`src/rtl/multi_cycle_ctrl_pkg.sv`:
```
// Shared encodings for the multi-cycle controller: FSM states, opcodes, ALUOp, mux selects.
// Pure declarations and decode helpers, no state; the ALU imports the same ALUOp constants.
// CTRL_JAL_EN: when defined, jal/jr become legal opcodes that complete in ID.
package multi_cycle_ctrl_pkg;

    typedef enum logic [2:0] {
        ST_IF   = 3'b000,
        ST_ID   = 3'b001,
        ST_EXE  = 3'b010,
        ST_MEM  = 3'b011,
        ST_WB   = 3'b100,
        ST_HALT = 3'b111
    } state_t;

    localparam logic [5:0] OP_ADD  = 6'b000000;
    localparam logic [5:0] OP_SUB  = 6'b000001;
    localparam logic [5:0] OP_ADDI = 6'b000010;
    localparam logic [5:0] OP_OR   = 6'b010000;
    localparam logic [5:0] OP_AND  = 6'b010001;
    localparam logic [5:0] OP_ORI  = 6'b010010;
    localparam logic [5:0] OP_SLL  = 6'b011000;
    localparam logic [5:0] OP_SLT  = 6'b100110;
    localparam logic [5:0] OP_SW   = 6'b110000;
    localparam logic [5:0] OP_LW   = 6'b110001;
    localparam logic [5:0] OP_BEQ  = 6'b110100;
    localparam logic [5:0] OP_J    = 6'b111000;
    localparam logic [5:0] OP_JR   = 6'b111001;
    localparam logic [5:0] OP_JAL  = 6'b111010;
    localparam logic [5:0] OP_HALT = 6'b111111;

    localparam logic [2:0] ALU_ADD = 3'b000;
    localparam logic [2:0] ALU_SUB = 3'b001;
    localparam logic [2:0] ALU_OR  = 3'b010;
    localparam logic [2:0] ALU_AND = 3'b011;
    localparam logic [2:0] ALU_SLL = 3'b100;
    localparam logic [2:0] ALU_SLT = 3'b101;

    localparam logic [1:0] DST_R31 = 2'b00;
    localparam logic [1:0] DST_RT  = 2'b01;
    localparam logic [1:0] DST_RD  = 2'b10;

    localparam logic [1:0] PC_SEQ = 2'b00;
    localparam logic [1:0] PC_BR  = 2'b01;
    localparam logic [1:0] PC_REG = 2'b10;
    localparam logic [1:0] PC_JMP = 2'b11;

`ifdef CTRL_JAL_EN
    localparam bit JAL_EN = 1'b1;
`else
    localparam bit JAL_EN = 1'b0;
`endif

    // jal/jr exist only in builds with the link-jump feature
    function automatic logic op_is_link(input logic [5:0] op);
        return JAL_EN && ((op == OP_JAL) || (op == OP_JR));
    endfunction

    function automatic logic op_is_legal(input logic [5:0] op);
        case (op)
            OP_ADD, OP_SUB, OP_ADDI, OP_OR, OP_AND, OP_ORI, OP_SLL, OP_SLT,
            OP_SW, OP_LW, OP_BEQ, OP_J, OP_HALT: return 1'b1;
            OP_JAL, OP_JR:                       return JAL_EN;
            default:                             return 1'b0;
        endcase
    endfunction

    // instructions whose last state is ID (illegal opcodes run as a two-cycle nop)
    function automatic logic op_ends_in_id(input logic [5:0] op);
        return !op_is_legal(op) || (op == OP_J) || op_is_link(op);
    endfunction

    function automatic logic op_is_rtype(input logic [5:0] op);
        return (op == OP_ADD) || (op == OP_SUB) || (op == OP_OR) ||
               (op == OP_AND) || (op == OP_SLL) || (op == OP_SLT);
    endfunction

    function automatic logic op_uses_imm(input logic [5:0] op);
        return (op == OP_ADDI) || (op == OP_ORI) || (op == OP_LW) || (op == OP_SW);
    endfunction

    function automatic logic [2:0] op_alu(input logic [5:0] op);
        case (op)
            OP_SUB, OP_BEQ: return ALU_SUB;
            OP_OR, OP_ORI:  return ALU_OR;
            OP_AND:         return ALU_AND;
            OP_SLL:         return ALU_SLL;
            OP_SLT:         return ALU_SLT;
            default:        return ALU_ADD;
        endcase
    endfunction

endpackage

```
`src/rtl/multi_cycle_ctrl_if.sv`:
```
// Controller <-> datapath bundle: opcode/zero from the datapath, control strobes back.
// Wires only, no latency; master is the controller, slave is the datapath.
// No flow control: the datapath consumes the strobes every cycle.
interface multi_cycle_ctrl_if;
    import multi_cycle_ctrl_pkg::*;

    logic [5:0] opcode;
    logic       zero;
    logic [2:0] ALUOp;
    logic       PCWre;
    logic       IRWre;
    logic       RegWre;
    logic       ALUSrcB;
    logic       DataMemRW;
    logic       DBDataSrc;
    logic       WrRegData;
    logic [1:0] RegDst;
    logic [1:0] PCSrc;
    logic       ExtSel;
    state_t     state;

    modport master (
        input  opcode, zero,
        output ALUOp, PCWre, IRWre, RegWre, ALUSrcB, DataMemRW,
               DBDataSrc, WrRegData, RegDst, PCSrc, ExtSel, state
    );

    modport slave (
        output opcode, zero,
        input  ALUOp, PCWre, IRWre, RegWre, ALUSrcB, DataMemRW,
               DBDataSrc, WrRegData, RegDst, PCSrc, ExtSel, state
    );
endinterface

```
`src/rtl/multi_cycle_ctrl_decode.sv`:
```
// Control-strobe decode from current FSM state and opcode (jal/jr handled when CTRL_JAL_EN).
// Purely combinational: zero latency from state/opcode/zero to strobes.
// No backpressure; unnamed strobes default to 0 in every state.
module ctrl_decode
    import multi_cycle_ctrl_pkg::*;
(
    input  state_t     state,
    input  logic [5:0] opcode,
    input  logic       zero,
    output logic [2:0] ALUOp,
    output logic       PCWre,
    output logic       IRWre,
    output logic       RegWre,
    output logic       ALUSrcB,
    output logic       DataMemRW,
    output logic       DBDataSrc,
    output logic       WrRegData,
    output logic [1:0] RegDst,
    output logic [1:0] PCSrc,
    output logic       ExtSel
);

    // per-state strobe decode; ALU controls held from EXE through WB so the result stays put
    always_comb begin
        ALUOp     = ALU_ADD;
        PCWre     = 1'b0;
        IRWre     = 1'b0;
        RegWre    = 1'b0;
        ALUSrcB   = 1'b0;
        DataMemRW = 1'b0;
        DBDataSrc = 1'b0;
        WrRegData = 1'b0;
        RegDst    = DST_R31;
        PCSrc     = PC_SEQ;
        ExtSel    = 1'b0;

        if ((state == ST_EXE) || (state == ST_MEM) || (state == ST_WB)) begin
            ALUOp   = op_alu(opcode);
            ALUSrcB = op_uses_imm(opcode);
            ExtSel  = (opcode != OP_ORI);
        end

        case (state)
            ST_IF: IRWre = 1'b1;
            ST_ID: begin
                if (op_is_link(opcode)) begin
                    PCWre = 1'b1;
                    PCSrc = (opcode == OP_JAL) ? PC_JMP : PC_REG;
                    if (opcode == OP_JAL) begin
                        RegWre    = 1'b1;
                        RegDst    = DST_R31;
                        WrRegData = 1'b0;
                    end
                end else if (op_ends_in_id(opcode)) begin
                    PCWre = 1'b1;
                    if (opcode == OP_J) PCSrc = PC_JMP;
                end
            end
            ST_EXE: begin
                if (opcode == OP_BEQ) begin
                    PCWre = 1'b1;
                    if (zero) PCSrc = PC_BR;
                end
            end
            ST_MEM: begin
                if (opcode == OP_SW) begin
                    PCWre     = 1'b1;
                    DataMemRW = 1'b1;
                end
            end
            ST_WB: begin
                PCWre     = 1'b1;
                RegWre    = 1'b1;
                WrRegData = 1'b1;
                DBDataSrc = (opcode == OP_LW);
                RegDst    = op_is_rtype(opcode) ? DST_RD : DST_RT;
            end
            default: ;
        endcase
    end

endmodule

```
`src/rtl/multi_cycle_ctrl.sv`:
```
// Multi-cycle CPU controller: IF/ID/EXE/MEM/WB/HALT state register plus next-state logic.
// State advances one step per CLK; strobes come from ctrl_decode with zero latency.
// No backpressure; HALT is left only through RST (asynchronous, active-high). Macro: CTRL_JAL_EN.
module multi_cycle_ctrl
    import multi_cycle_ctrl_pkg::*;
(
    input  logic              CLK,
    input  logic              RST,
    multi_cycle_ctrl_if.master bus
);

    state_t state;

    // instruction sequencing: path through the states is chosen by opcode in ID/EXE/MEM
    always_ff @(posedge CLK or posedge RST) begin
        if (RST) begin
            state <= ST_IF;
        end else begin
            case (state)
                ST_IF:  state <= ST_ID;
                ST_ID: begin
                    if (bus.opcode == OP_HALT)          state <= ST_HALT;
                    else if (op_ends_in_id(bus.opcode)) state <= ST_IF;
                    else                                state <= ST_EXE;
                end
                ST_EXE: begin
                    if (bus.opcode == OP_BEQ)                              state <= ST_IF;
                    else if ((bus.opcode == OP_SW) || (bus.opcode == OP_LW)) state <= ST_MEM;
                    else                                                   state <= ST_WB;
                end
                ST_MEM: state <= (bus.opcode == OP_SW) ? ST_IF : ST_WB;
                ST_WB:   state <= ST_IF;
                ST_HALT: state <= ST_HALT;
                default: state <= ST_IF;
            endcase
        end
    end

    assign bus.state = state;

    ctrl_decode u_decode (
        .state     (state),
        .opcode    (bus.opcode),
        .zero      (bus.zero),
        .ALUOp     (bus.ALUOp),
        .PCWre     (bus.PCWre),
        .IRWre     (bus.IRWre),
        .RegWre    (bus.RegWre),
        .ALUSrcB   (bus.ALUSrcB),
        .DataMemRW (bus.DataMemRW),
        .DBDataSrc (bus.DBDataSrc),
        .WrRegData (bus.WrRegData),
        .RegDst    (bus.RegDst),
        .PCSrc     (bus.PCSrc),
        .ExtSel    (bus.ExtSel)
    );

endmodule

```
`src/flat_wrapper.sv`:
```
// flat-port wrapper written by rule: the top's interface ports become plain ports
module multi_cycle_ctrl_flat import multi_cycle_ctrl_pkg::*;
  (CLK, RST, bus_opcode, bus_zero, bus_ALUOp, bus_PCWre, bus_IRWre, bus_RegWre, bus_ALUSrcB, bus_DataMemRW, bus_DBDataSrc, bus_WrRegData, bus_RegDst, bus_PCSrc, bus_ExtSel, bus_state);
  multi_cycle_ctrl_if bus_i ();
  input  logic CLK;
  input  logic RST;
  input wire logic [$bits(bus_i.opcode)-1:0] bus_opcode;
  input wire logic [$bits(bus_i.zero)-1:0] bus_zero;
  output wire logic [$bits(bus_i.ALUOp)-1:0] bus_ALUOp;
  output wire logic [$bits(bus_i.PCWre)-1:0] bus_PCWre;
  output wire logic [$bits(bus_i.IRWre)-1:0] bus_IRWre;
  output wire logic [$bits(bus_i.RegWre)-1:0] bus_RegWre;
  output wire logic [$bits(bus_i.ALUSrcB)-1:0] bus_ALUSrcB;
  output wire logic [$bits(bus_i.DataMemRW)-1:0] bus_DataMemRW;
  output wire logic [$bits(bus_i.DBDataSrc)-1:0] bus_DBDataSrc;
  output wire logic [$bits(bus_i.WrRegData)-1:0] bus_WrRegData;
  output wire logic [$bits(bus_i.RegDst)-1:0] bus_RegDst;
  output wire logic [$bits(bus_i.PCSrc)-1:0] bus_PCSrc;
  output wire logic [$bits(bus_i.ExtSel)-1:0] bus_ExtSel;
  output wire logic [$bits(bus_i.state)-1:0] bus_state;
  assign bus_i.opcode = bus_opcode;
  assign bus_i.zero = bus_zero;
  assign bus_ALUOp = bus_i.ALUOp;
  assign bus_PCWre = bus_i.PCWre;
  assign bus_IRWre = bus_i.IRWre;
  assign bus_RegWre = bus_i.RegWre;
  assign bus_ALUSrcB = bus_i.ALUSrcB;
  assign bus_DataMemRW = bus_i.DataMemRW;
  assign bus_DBDataSrc = bus_i.DBDataSrc;
  assign bus_WrRegData = bus_i.WrRegData;
  assign bus_RegDst = bus_i.RegDst;
  assign bus_PCSrc = bus_i.PCSrc;
  assign bus_ExtSel = bus_i.ExtSel;
  assign bus_state = bus_i.state;
  multi_cycle_ctrl u_core (.CLK(CLK), .RST(RST), .bus(bus_i));
endmodule
```
`config.mk`:
```
export PLATFORM = sky130hd
export DESIGN_NAME = multi_cycle_ctrl_flat
export DESIGN_NICKNAME = d
export VERILOG_FILES = /design/src/rtl/multi_cycle_ctrl_pkg.sv /design/src/rtl/multi_cycle_ctrl_if.sv /design/src/rtl/multi_cycle_ctrl_decode.sv /design/src/rtl/multi_cycle_ctrl.sv /design/src/flat_wrapper.sv
export SDC_FILE = /design/constraint.sdc
export NUM_CORES = 1
export LEC_CHECK = 0
export BUFFER_PORTS_ARGS = -buffer_cell sky130_fd_sc_hd__buf_2
export CORE_UTILIZATION = 40
export CTS_CLUSTER_SIZE = 8
export DETAILED_ROUTE_END_ITERATION = 6
export GPL_ROUTABILITY_DRIVEN = 0
export PLACE_DENSITY = 0.81
export RECOVER_POWER = 25
export SKIP_CTS_REPAIR_TIMING = 1
export SLEW_MARGIN = 30
export SYNTH_ARGS = -nofsm -noshare
export SYNTH_HDL_FRONTEND = slang
export SYNTH_SLANG_ARGS = --single-unit
```
`constraint.sdc`:
```
create_clock -name CLK -period 2.4 [get_ports CLK]
set_input_delay 0.48 -clock CLK [delete_from_list [all_inputs] [get_ports CLK]]
set_output_delay 0.48 -clock CLK [all_outputs]
set_load 0.02 [all_outputs]
```
==> out/results.tsv, run 1 <==
metric	value	unit
result_of_the_run	complete, no violations	
total_routed_length	1410	um
clock.fmax	446	MHz
cp_data_required_time	1920	ps
crit_path_end	bus_PCWre	
layoutNonFillerInstCount	118	
clock_skew	0.113	ps
largest_register_ff_count	3	
irDropWorstVdd	0.123	mV
max_cap_viol_count	0	
clock-sinks	3	
cts-root-to-sink-buffers	2	
core_footprint	0.00132	mm2
worstSetupEndpointType	output port	
unrepaired_setup_endpoints_after_global_routing	false	
r2r-start	u_core.bus.state[0]	
timing.max_slew.rel_slack	0.655	
worst-r2r-setup-slack	1020	ps
final_nets	113	
holdCritPathClass	primary input to asynchronous set/reset pin	
dp_worst_setup_slack	149	ps
layout_common_cells	sky130_fd_sc_hd__buf_2, sky130_fd_sc_hd__nor3_1, sky130_fd_sc_hd__nand2b_1, sky130_fd_sc_hd__nor2_1, sky130_fd_sc_hd__nand2_1	
r2r_end	u_core.bus.state[1]	
final_core_area_utilization	0.557	
clock_tree.root_cell	sky130_fd_sc_hd__clkbuf_4	
buffer_ports.inserted	26	
via_count	670	
gr-usage-all-layers	0.209	
timing.setup.critical_path_class	primary input to output port	
synth_seq_area_share	0.130	
number_of_enable_flip_flop_cells_after_synthesis	0	
clk_latency	230	ps
place.detailed.instances	114	
finalSetupTns	0	ps
drtIter0Drc	12	
cts_max_level	1	
register_with_the_most_flip_flops	u_core.bus.state	
final_layout_size_suffix_gt1_frac	0.359	
antenna_found_initial	0	
postSynth.asyncResetShare	1.00	
drv_slew	0	
worst_slack	159	ps
timing.critical_path.from_type	primary input	
dr.pass1.iters	4	
number_of_cells_traversed_by_the_worst_register_to_register_path	4	
clkSlewWorstSetupHoldPaths	40	ps
finalHoldViolCount	0	
power.leakage	0.000316	uW
first_global_vias	540	
worstPathMaxFanout	12	
synth_top_flop_cell	sky130_fd_sc_hd__dfrtp_1	
die_w	39.9	um
cp-startpoint	bus_opcode[1]	
antenna_cells_inserted	0	
n_fill_cell	122	
placed_cell_area	709	um2
post-route-cell-area	733	um2
number_of_synthesized_register_bits	3	
final_period_minus_worst_setup_slack	2240	ps
cell_pwr_density	250	mW/mm2
timing.final.crit_share	0.934	
synth_nets	89	
route.detailed.drc	0	
setup_viol_count_final	0	
initial_cell_density_of_the_core	0.437	
synth_cells	80	
num_io_pins	27	
vias_per_cell	5.68	
largestRegisters	u_core.bus.state (3)	
cts_inserted_buffers	3	
synth.cell_area	576	um2
placement_rows	13	
worst_ep_arrival_time	1760	ps
synth.avg_cell_area	7.19	um2
mostFrequentLayoutCell	sky130_fd_sc_hd__buf_2	
grt_first_pass_wirelength	2300	um
die_area	0.00159	mm2
clock_tree_from_tritoncts	built	
wl_per_cell	12.0	um
dp_hpwl	1070	um
pin_count_of_the_biggest_net_entering_global_routing	13	
synth_warnings	0	
die_ht	39.9	um
drtAntennaViolNets	0	
areaGrowthSynthToFinish	27.4	%
worst-slew-pin-transition	516	ps
synth.distinct_cells	40	
gr-total-overflow	0	
==> metal layers <==
| layer | wire (um) | up-vias | GRT usage |
|---|---|---|---|
| met4 | 15 | 0 | 0.147 |
| li1 | - | 344 | - |
| met1 | 659 | 307 | 0.273 |
| met3 | 46 | 2 | 0 |
| met2 | 693 | 17 | 0.331 |
| met5 | 0 | - | 0 |
==> power breakdown <==
part           switching [uW]  total, uW  internal [uW]
clock network            24.3       86.5           62.2
registers                   0       50.9           50.9
logic                    28.7       45.9           17.2
==> worst max-delay path: stages <==
cell and delay [ps]:
sky130_fd_sc_hd__buf_2 170, sky130_fd_sc_hd__or4b_1 530, sky130_fd_sc_hd__o41ai_1 70, sky130_fd_sc_hd__a211oi_1 130
sky130_fd_sc_hd__a31o_1 230, sky130_fd_sc_hd__buf_2 150
==> synth_stat cells, drive strengths merged, types with 2 or more instances <==
| master | instances | area (um2) |
|---|---|---|
| nor2 | 6 | 22.5 |
| a21oi | 3 | 18.8 |
| buf | 9 | 56.3 |
| o21a | 3 | 22.5 |
| or3 | 3 | 18.8 |
| xnor2 | 2 | 17.5 |
| nor2b | 2 | 12.5 |
| nor3 | 8 | 45.0 |
| a2111oi | 2 | 23.8 |
| nor4 | 2 | 12.5 |
| o21ai | 2 | 10.0 |
| a211oi | 3 | 22.5 |
| dfrtp | 3 | 75.1 |
| inv | 3 | 11.3 |
| nand2 | 5 | 18.8 |
| nand2b | 6 | 37.5 |
==> worst min-delay path by stage <==
| stage | start | to | cells past startpoint |
|---|---|---|---|
| 6_report | RST | u_core.bus.state[2] | 2 |
| 5_1_grt | RST | u_core.bus.state[2] | 2 |
| 4_1_cts | RST | u_core.bus.state[0] | 2 |
| 3_5_place_dp | RST | u_core.bus.state[2] | 2 |
| 3_3_place_gp | RST | u_core.bus.state[2] | 2 |
| 2_1_floorplan | RST | u_core.bus.state[0] | 1 |
==> logic make-up (layout without fill, tap and decap cells) <==
group                  count (synthesis)  count (layout)  share of synthesized area
AND/OR/NAND/NOR                       41              41                      0.413
XOR/XNOR                               2               2                     0.0304
flip-flops                             3               3                      0.130
AO/OA/AOI/OAI                         21              21                      0.302
buffers and inverters                 13              36                      0.124
==> final cells by class <==
cell class	instances	area [um2]	area share
multi-input cells	64	452	0.616
well taps	15	18.8	0.0256
clock buffers	4	26.3	0.0358
inverters	3	11.3	0.0154
flip-flops and latches	3	75.1	0.102
repair buffers	29	150	0.205
==> metrics by stage <==
stage          total power, uW  hold slack [ps]
6_report                   183              104
5_1_grt                    198              117
4_1_cts                    189             96.3
3_5_place_dp              97.4              345
3_3_place_gp              96.0              342
2_1_floorplan             86.7              234
Note: power is estimated with default switching activity, not from simulation.
==> run 2, diff against run 1 <==
--- a/config.mk
+++ b/config.mk
@@ -5,12 +5,14 @@
 export SDC_FILE = /design/constraint.sdc
 export NUM_CORES = 1
 export LEC_CHECK = 0
+export ABC_AREA = 1
 export BUFFER_PORTS_ARGS = -buffer_cell sky130_fd_sc_hd__buf_2
-export CORE_UTILIZATION = 40
+export CORE_AREA = 2 2 39 41
 export CTS_CLUSTER_SIZE = 8
 export DETAILED_ROUTE_END_ITERATION = 6
+export DIE_AREA = 0 0 41 43
 export GPL_ROUTABILITY_DRIVEN = 0
-export PLACE_DENSITY = 0.81
+export PLACE_DENSITY = 0.7
 export RECOVER_POWER = 25
 export SKIP_CTS_REPAIR_TIMING = 1
 export SLEW_MARGIN = 30
==> out/results.tsv, run 2 <==
metric	value	unit	change
first_global_vias	545		+0.93%
synth_nets	105		+18%
initial_cell_density_of_the_core	0.358		-0.0788
synth.avg_cell_area	5.16	um2	-28%
timing.final.crit_share	0.846		-0.0878
global_route.peak_usage_layer	met2		
drtAntennaViolNets	0		unchanged
crit_family	simple AND/OR/NAND/NOR gates		
power.leakage	0.000424	uW	+34%
worstPathMaxFanout	6		-6
final_core_area_utilization	0.476		-0.0809
cts_inserted_buffers	3		unchanged
clock_tree_from_tritoncts	built		
clock_tree.root_cell	sky130_fd_sc_hd__clkbuf_4		
via_count	675		+0.75%
netlist.top_cell.by_area	sky130_fd_sc_hd__nand2_1		
mostFrequentLayoutCell	sky130_fd_sc_hd__buf_2		
unrepaired_setup_endpoints_after_global_routing	false		
die_ht	43	um	+7.7%
holdCritPathClass	primary input to asynchronous set/reset pin		
dr.pass1.iters	4		unchanged
clock.fmax	493	MHz	+10%
die_area	0.00176	mm2	+11%
clock_skew	3.05	ps	+2.94 ps
synth_warnings	0		unchanged
timing.critical_path.from_type	flip-flop		
synth_top_flop_cell	sky130_fd_sc_hd__dfrtp_1		
largest_register_ff_count	3		unchanged
total_routed_length	1300	um	-8.4%
clock-sinks	3		unchanged
cp_cell_sequence	nor3_1 -> nand2_1 -> o21ai_1 -> buf_2		
vias_per_cell	4.79		-16%
worst-r2r-setup-slack	1020	ps	about the same
grtUsageMet3	0.0209		+0.0209
drtIter0Drc	27		+15
core_footprint	0.00138	mm2	+5.0%
clkSlewWorstSetupHoldPaths	40	ps	about the same
gr-usage-all-layers	0.167		-0.0414
synth_top_cells_by_count	sky130_fd_sc_hd__nand2_1, sky130_fd_sc_hd__nor2_1, sky130_fd_sc_hd__inv_1, sky130_fd_sc_hd__nand3_1, sky130_fd_sc_hd__inv_2		
layout_common_cells	sky130_fd_sc_hd__buf_2, sky130_fd_sc_hd__nand2_1, sky130_fd_sc_hd__nor2_1, sky130_fd_sc_hd__inv_1, sky130_fd_sc_hd__nand3_1		
antenna_cells_inserted	0		unchanged
cts-root-to-sink-buffers	2		unchanged
register_with_the_most_flip_flops	u_core.bus.state		
finalHoldViolCount	0		unchanged
timing.max_slew.rel_slack	0.696		+0.0411
synthTopCellsByArea	sky130_fd_sc_hd__nand2_1, sky130_fd_sc_hd__dfrtp_1, sky130_fd_sc_hd__nor2_1		
buffer_ports.inserted	26		unchanged
cpPeakStageDelay	430	ps	-100 ps
largestRegisters	u_core.bus.state (3)		
n_fill_cell	162		+33%
grt_first_pass_wirelength	2140	um	-6.9%
antenna_found_initial	0		unchanged
post-synth-top-count-cell	sky130_fd_sc_hd__nand2_1		
drv_slew	0		unchanged
timing.setup.critical_path_class	flip-flop to output port		
gr-total-overflow	0		unchanged
worstPathBufferInverterCount	1		-1
result_of_the_run	complete, no violations		
number_of_synthesized_register_bits	3		unchanged
setup_viol_count_final	0		unchanged
irDropWorstVdd	0.327	mV	+170%
worst-slew-pin-transition	453	ps	-63.3 ps
worst_slack	370	ps	+211 ps
dp_worst_setup_slack	513	ps	+364 ps
synth_seq_area_share	0.152		+0.0211
clk_latency	230	ps	about the same
final_nets	135		+19%
cell_pwr_density	695	mW/mm2	+180%
pin_count_of_the_biggest_net_entering_global_routing	7		-6
number_of_enable_flip_flop_cells_after_synthesis	0		unchanged
route.detailed.drc	0		unchanged
cp_data_required_time	1920	ps	about the same
final_period_minus_worst_setup_slack	2030	ps	-211 ps
areaGrowthSynthToFinish	32.8	%	
wl_per_cell	9.18	um	-23%
synth_cells	96		+20%
worst_ep_arrival_time	1550	ps	-210 ps
finalSetupTns	0	ps	unchanged
postSynth.asyncResetShare	1.00		unchanged
max_cap_viol_count	0		unchanged
final_layout_size_suffix_gt1_frac	0.320		-0.0392
groute.layer.met2.usage	0.250		-0.0806
worstSetupEndpointType	output port		
num_io_pins	27		unchanged
synth.distinct_cells	20		-50%
die_w	41	um	+2.7%
dp_hpwl	1100	um	+2.6%
synth.cell_area	495	um2	-14%
grt_use_met1	0.248		-0.0255
yosys.area.top_type_share	0.174		+0.0438
cpMaxStageDelayCell	sky130_fd_sc_hd__dfrtp_1		
cts_max_level	1		unchanged
placement_rows	14		+1
==> run 2: cell count changes in the layout (fill, tap and decap cells not counted), moves of 3 or more <==
cell,change
sky130_fd_sc_hd__inv_2,+6
sky130_fd_sc_hd__nor2_1,+12
sky130_fd_sc_hd__inv_1,+14
sky130_fd_sc_hd__o21a_1,-3
sky130_fd_sc_hd__nand2b_1,-6
sky130_fd_sc_hd__nand3_1,+9
sky130_fd_sc_hd__buf_4,-3
sky130_fd_sc_hd__or3_1,-3
sky130_fd_sc_hd__nand2_1,+18
==> run 2: worst register-to-register path, delay by kind of cell, from the launching register on <==
kind / cells / cell delay [ps]
flip-flops: 1 / 430
AND/OR/NAND/NOR: 4 / 770
AO/OA/AOI/OAI: 1 / 110
==> run 2: report_power, final <==
part	internal (uW)	switching [uW]	total (uW)
Clock	62.3	26.7	89.1
Combinational	84.9	196	281
Sequential	67.1	20.0	87.1
==> run 2: logic make-up after synthesis <==
group	count (synthesis)	share of synthesized area
DFF	3	0.152
AOI/OAI and AO/OA	9	0.116
and+or+nand+nor	60	0.543
buffers and inverters	24	0.189
==> run 2: cell type report <==
cell class,instances,area (um2),area share
Multi-Input combinational cell,69,322,0.489
Timing Repair Buffer,26,129,0.196
Inverter,23,86.3,0.131
Sequential cell,3,75.1,0.114
Clock buffer,4,26.3,0.0399
Tap cell,16,20.0,0.0304
==> run 2: per-stage QoR <==
stage                     hold WS (ps)  total power (uW)  area (um2)  instances
after floorplan                    234               293         495         96
after global placement             342               371         638        137
after detailed placement           345               375         638        137
after CTS                          103               464         664        141
after global routing               105               500         658        141
final                             99.4               457         658        141
==> run 2: per-layer routing <==
| metal | vias to the layer above | part of all wire |
|---|---|---|
| li1 | 354 | - |
| met2 | 30 | 0.48 |
| met3 | 2 | 0.059 |
| met5 | - | 0 |
| met4 | 0 | 0.0069 |
| met1 | 289 | 0.45 |
==> run 2: worst paths after layout <==
check	from	end	cells past startpoint
max in group asynchronous	RST	u_core.bus.state[1]	2
min	RST	u_core.bus.state[0]	2
max	u_core.bus.state[2]	bus_PCSrc[0]	4
min in group CLK	u_core.bus.state[2]	u_core.bus.state[0]	3
min reg2reg	u_core.bus.state[2]	u_core.bus.state[0]	3
max reg2reg	u_core.bus.state[2]	u_core.bus.state[1]	5
==> run 3, diff against run 2 <==
--- a/config.mk
+++ b/config.mk
@@ -7,12 +7,11 @@
 export LEC_CHECK = 0
 export ABC_AREA = 1
 export BUFFER_PORTS_ARGS = -buffer_cell sky130_fd_sc_hd__buf_2
-export CORE_AREA = 2 2 39 41
+export CORE_UTILIZATION = 38
 export CTS_CLUSTER_SIZE = 8
 export DETAILED_ROUTE_END_ITERATION = 6
-export DIE_AREA = 0 0 41 43
 export GPL_ROUTABILITY_DRIVEN = 0
-export PLACE_DENSITY = 0.7
+export PLACE_DENSITY = 0.74
 export RECOVER_POWER = 25
 export SKIP_CTS_REPAIR_TIMING = 1
 export SLEW_MARGIN = 30
==> constraint.sdc (replaced) <==
create_clock -name CLK -period 1.84 [get_ports CLK]
set_input_delay 0.368 -clock CLK [delete_from_list [all_inputs] [get_ports CLK]]
set_output_delay 0.368 -clock CLK [all_outputs]
set_load 0.02 [all_outputs]
==> out/results.tsv, run 3 (synthesis gave the netlist of run 2 again) <==
metric	value	unit	change
clock_skew	1.37	ps	-1.68 ps
cpPeakStageDelay	450	ps	+20 ps
grt_first_pass_wirelength	1920	um	-10%
mostFrequentLayoutCell	sky130_fd_sc_hd__buf_2		
post-route-cell-area	746	um2	+13%
initial_cell_density_of_the_core	0.429		+0.0705
cts_inserted_buffers	3		unchanged
timing.critical_path.from_type	flip-flop		
multiInputGateArea	362	um2	+12%
dp_hpwl	1030	um	-6.4%
die_ht	38.1	um	-11%
clock.fmax	552	MHz	
design_power_total	706	uW	+54%
total_routed_length	1320	um	+1.7%
place.detailed.instances	135		-1.5%
cpMostUsedCell	sky130_fd_sc_hd__inv_2		
die_w	38.1	um	-7.0%
first_global_vias	493		-9.5%
antenna_cells_inserted	0		unchanged
crit_family	flip-flops		
power.leakage	0.000447	uW	+5.5%
route.layer.met1.wl	606	um	+4.3%
drtIter0Drc	16		-41%
holdCritPathClass	primary input to asynchronous set/reset pin		
layoutNonFillerInstCount	143		+1.4%
cts-root-to-sink-buffers	2		unchanged
drtAntennaViolNets	0		unchanged
max_cap_viol_count	0		unchanged
number_of_cells_traversed_by_the_worst_register_to_register_path	5		unchanged
die_area	0.00145	mm2	-18%
gr-usage-all-layers	0.186		+0.0183
buffer_ports.inserted	26		unchanged
clock_tree_from_tritoncts	built		
core_footprint	0.00116	mm2	-16%
result_of_the_run	complete, no violations		
worst-slew-pin-transition	352	ps	-101 ps
unrepaired_setup_endpoints_after_global_routing	true		
clock_tree.root_cell	sky130_fd_sc_hd__clkbuf_4		
n_fill_cell	107		-34%
path_depth	8		+4
final_period_minus_worst_setup_slack	1810	ps	
largest_register_ff_count	3		unchanged
cell_pwr_density	947	mW/mm2	+36%
pin_count_of_the_biggest_net_entering_global_routing	7		unchanged
placement_rows	12		-2
sequential_cell_area	78.8	um2	+5.0%
worstPathMaxFanout	4		-2
clkSlewWorstSetupHoldPaths	40	ps	about the same
cp_cell_sequence	inv_4 -> nand2_4 -> nor2_4 -> inv_2 -> o21ai_4 -> inv_2 -> nor3_2 -> buf_4		
worst_ep_arrival_time	1440	ps	-110 ps
route.detailed.drc	0		unchanged
largestRegisters	u_core.bus.state (3)		
antenna_found_initial	0		unchanged
setup_viol_count_final	0		unchanged
met3RoutedLength	66	um	-13%
dr.pass1.iters	4		unchanged
clk_latency	230	ps	about the same
clock-sinks	3		unchanged
final_nets	139		+3.0%
placed_cell_area	636	um2	-0.39%
hold_slack	556	ps	+457 ps
worstPathBufferInverterCount	4		+3
top_layer	met3		
irDropWorstVdd	0.808	mV	+150%
layout_common_cells	sky130_fd_sc_hd__buf_2, sky130_fd_sc_hd__nand2_1, sky130_fd_sc_hd__nor2_1, sky130_fd_sc_hd__inv_1, sky130_fd_sc_hd__nand3_1		
wl_per_cell	9.21	um	+0.28%
vias_per_cell	4.71		-1.7%
num_io_pins	27		unchanged
areaGrowthSynthToFinish	50.5	%	
cp_data_required_time	1470	ps	-450 ps
finalHoldViolCount	0		unchanged
gr-total-overflow	0		unchanged
register_with_the_most_flip_flops	u_core.bus.state		
finalSetupTns	0	ps	unchanged
cpMaxStageDelayCell	sky130_fd_sc_hd__dfrtp_2		
cts_max_level	1		unchanged
worstSetupEndpointType	output port		
via_count	673		-0.30%
timing.setup.critical_path_class	flip-flop to output port		
detailroute.wirelength.met2	644	um	+2.7%
timing.max_slew.rel_slack	0.763		+0.0677
timing.final.crit_share	0.985		
drv_slew	0		unchanged
final_layout_size_suffix_gt1_frac	0.411		+0.0909
-- run 3: final timing paths --
kind,from,to,slack (ps)
max,u_core.bus.state[0],bus_ALUOp[1],30
min,RST,u_core.bus.state[2],560
max reg2reg,u_core.bus.state[2],u_core.bus.state[1],670
min reg2reg,u_core.bus.state[1],u_core.bus.state[1],700
max in group asynchronous,RST,u_core.bus.state[0],1140
min in group CLK,bus_opcode[2],u_core.bus.state[2],620
-- run 3: final cells by class --
cell class                      instances  area share
Multi-Input combinational cell         69       0.485
Clock buffer                            4      0.0352
Inverter                               23       0.122
Sequential cell                         3       0.106
Timing Repair Buffer                   30       0.228
Tap cell                               14      0.0235
-- run 3: where the power goes --
part	internal (uW)	total [uW]	switching (uW)	leakage, uW
Clock	81.1	113	31.9	0.0000150
Combinational	166	450	284	0.000397
Sequential	91.7	143	51.7	0.0000350
Total	339	706	367	0.000447
-- run 3: metrics by stage --
stage | utilization | setup slack (ps)
floorplan | - | 60.1
global placement | 0.550 | 150
detailed placement | 0.550 | 163
CTS | 0.573 | -43.2
global route | 0.645 | -55.4
finish | 0.645 | 28.2
-- run 3: worst min-delay path: stages --
cell and delay [ps]:
sky130_fd_sc_hd__dlygate4sd3_1 540, sky130_fd_sc_hd__buf_2 120, sky130_fd_sc_hd__inv_1 100
-- run 3: layer usage --
metal | GRT usage | vias up
li1 | - | 363
met1 | 0.265 | 289
met2 | 0.280 | 21
met3 | 0.0523 | 0
met4 | 0.0268 | 0
met5 | 0 | -
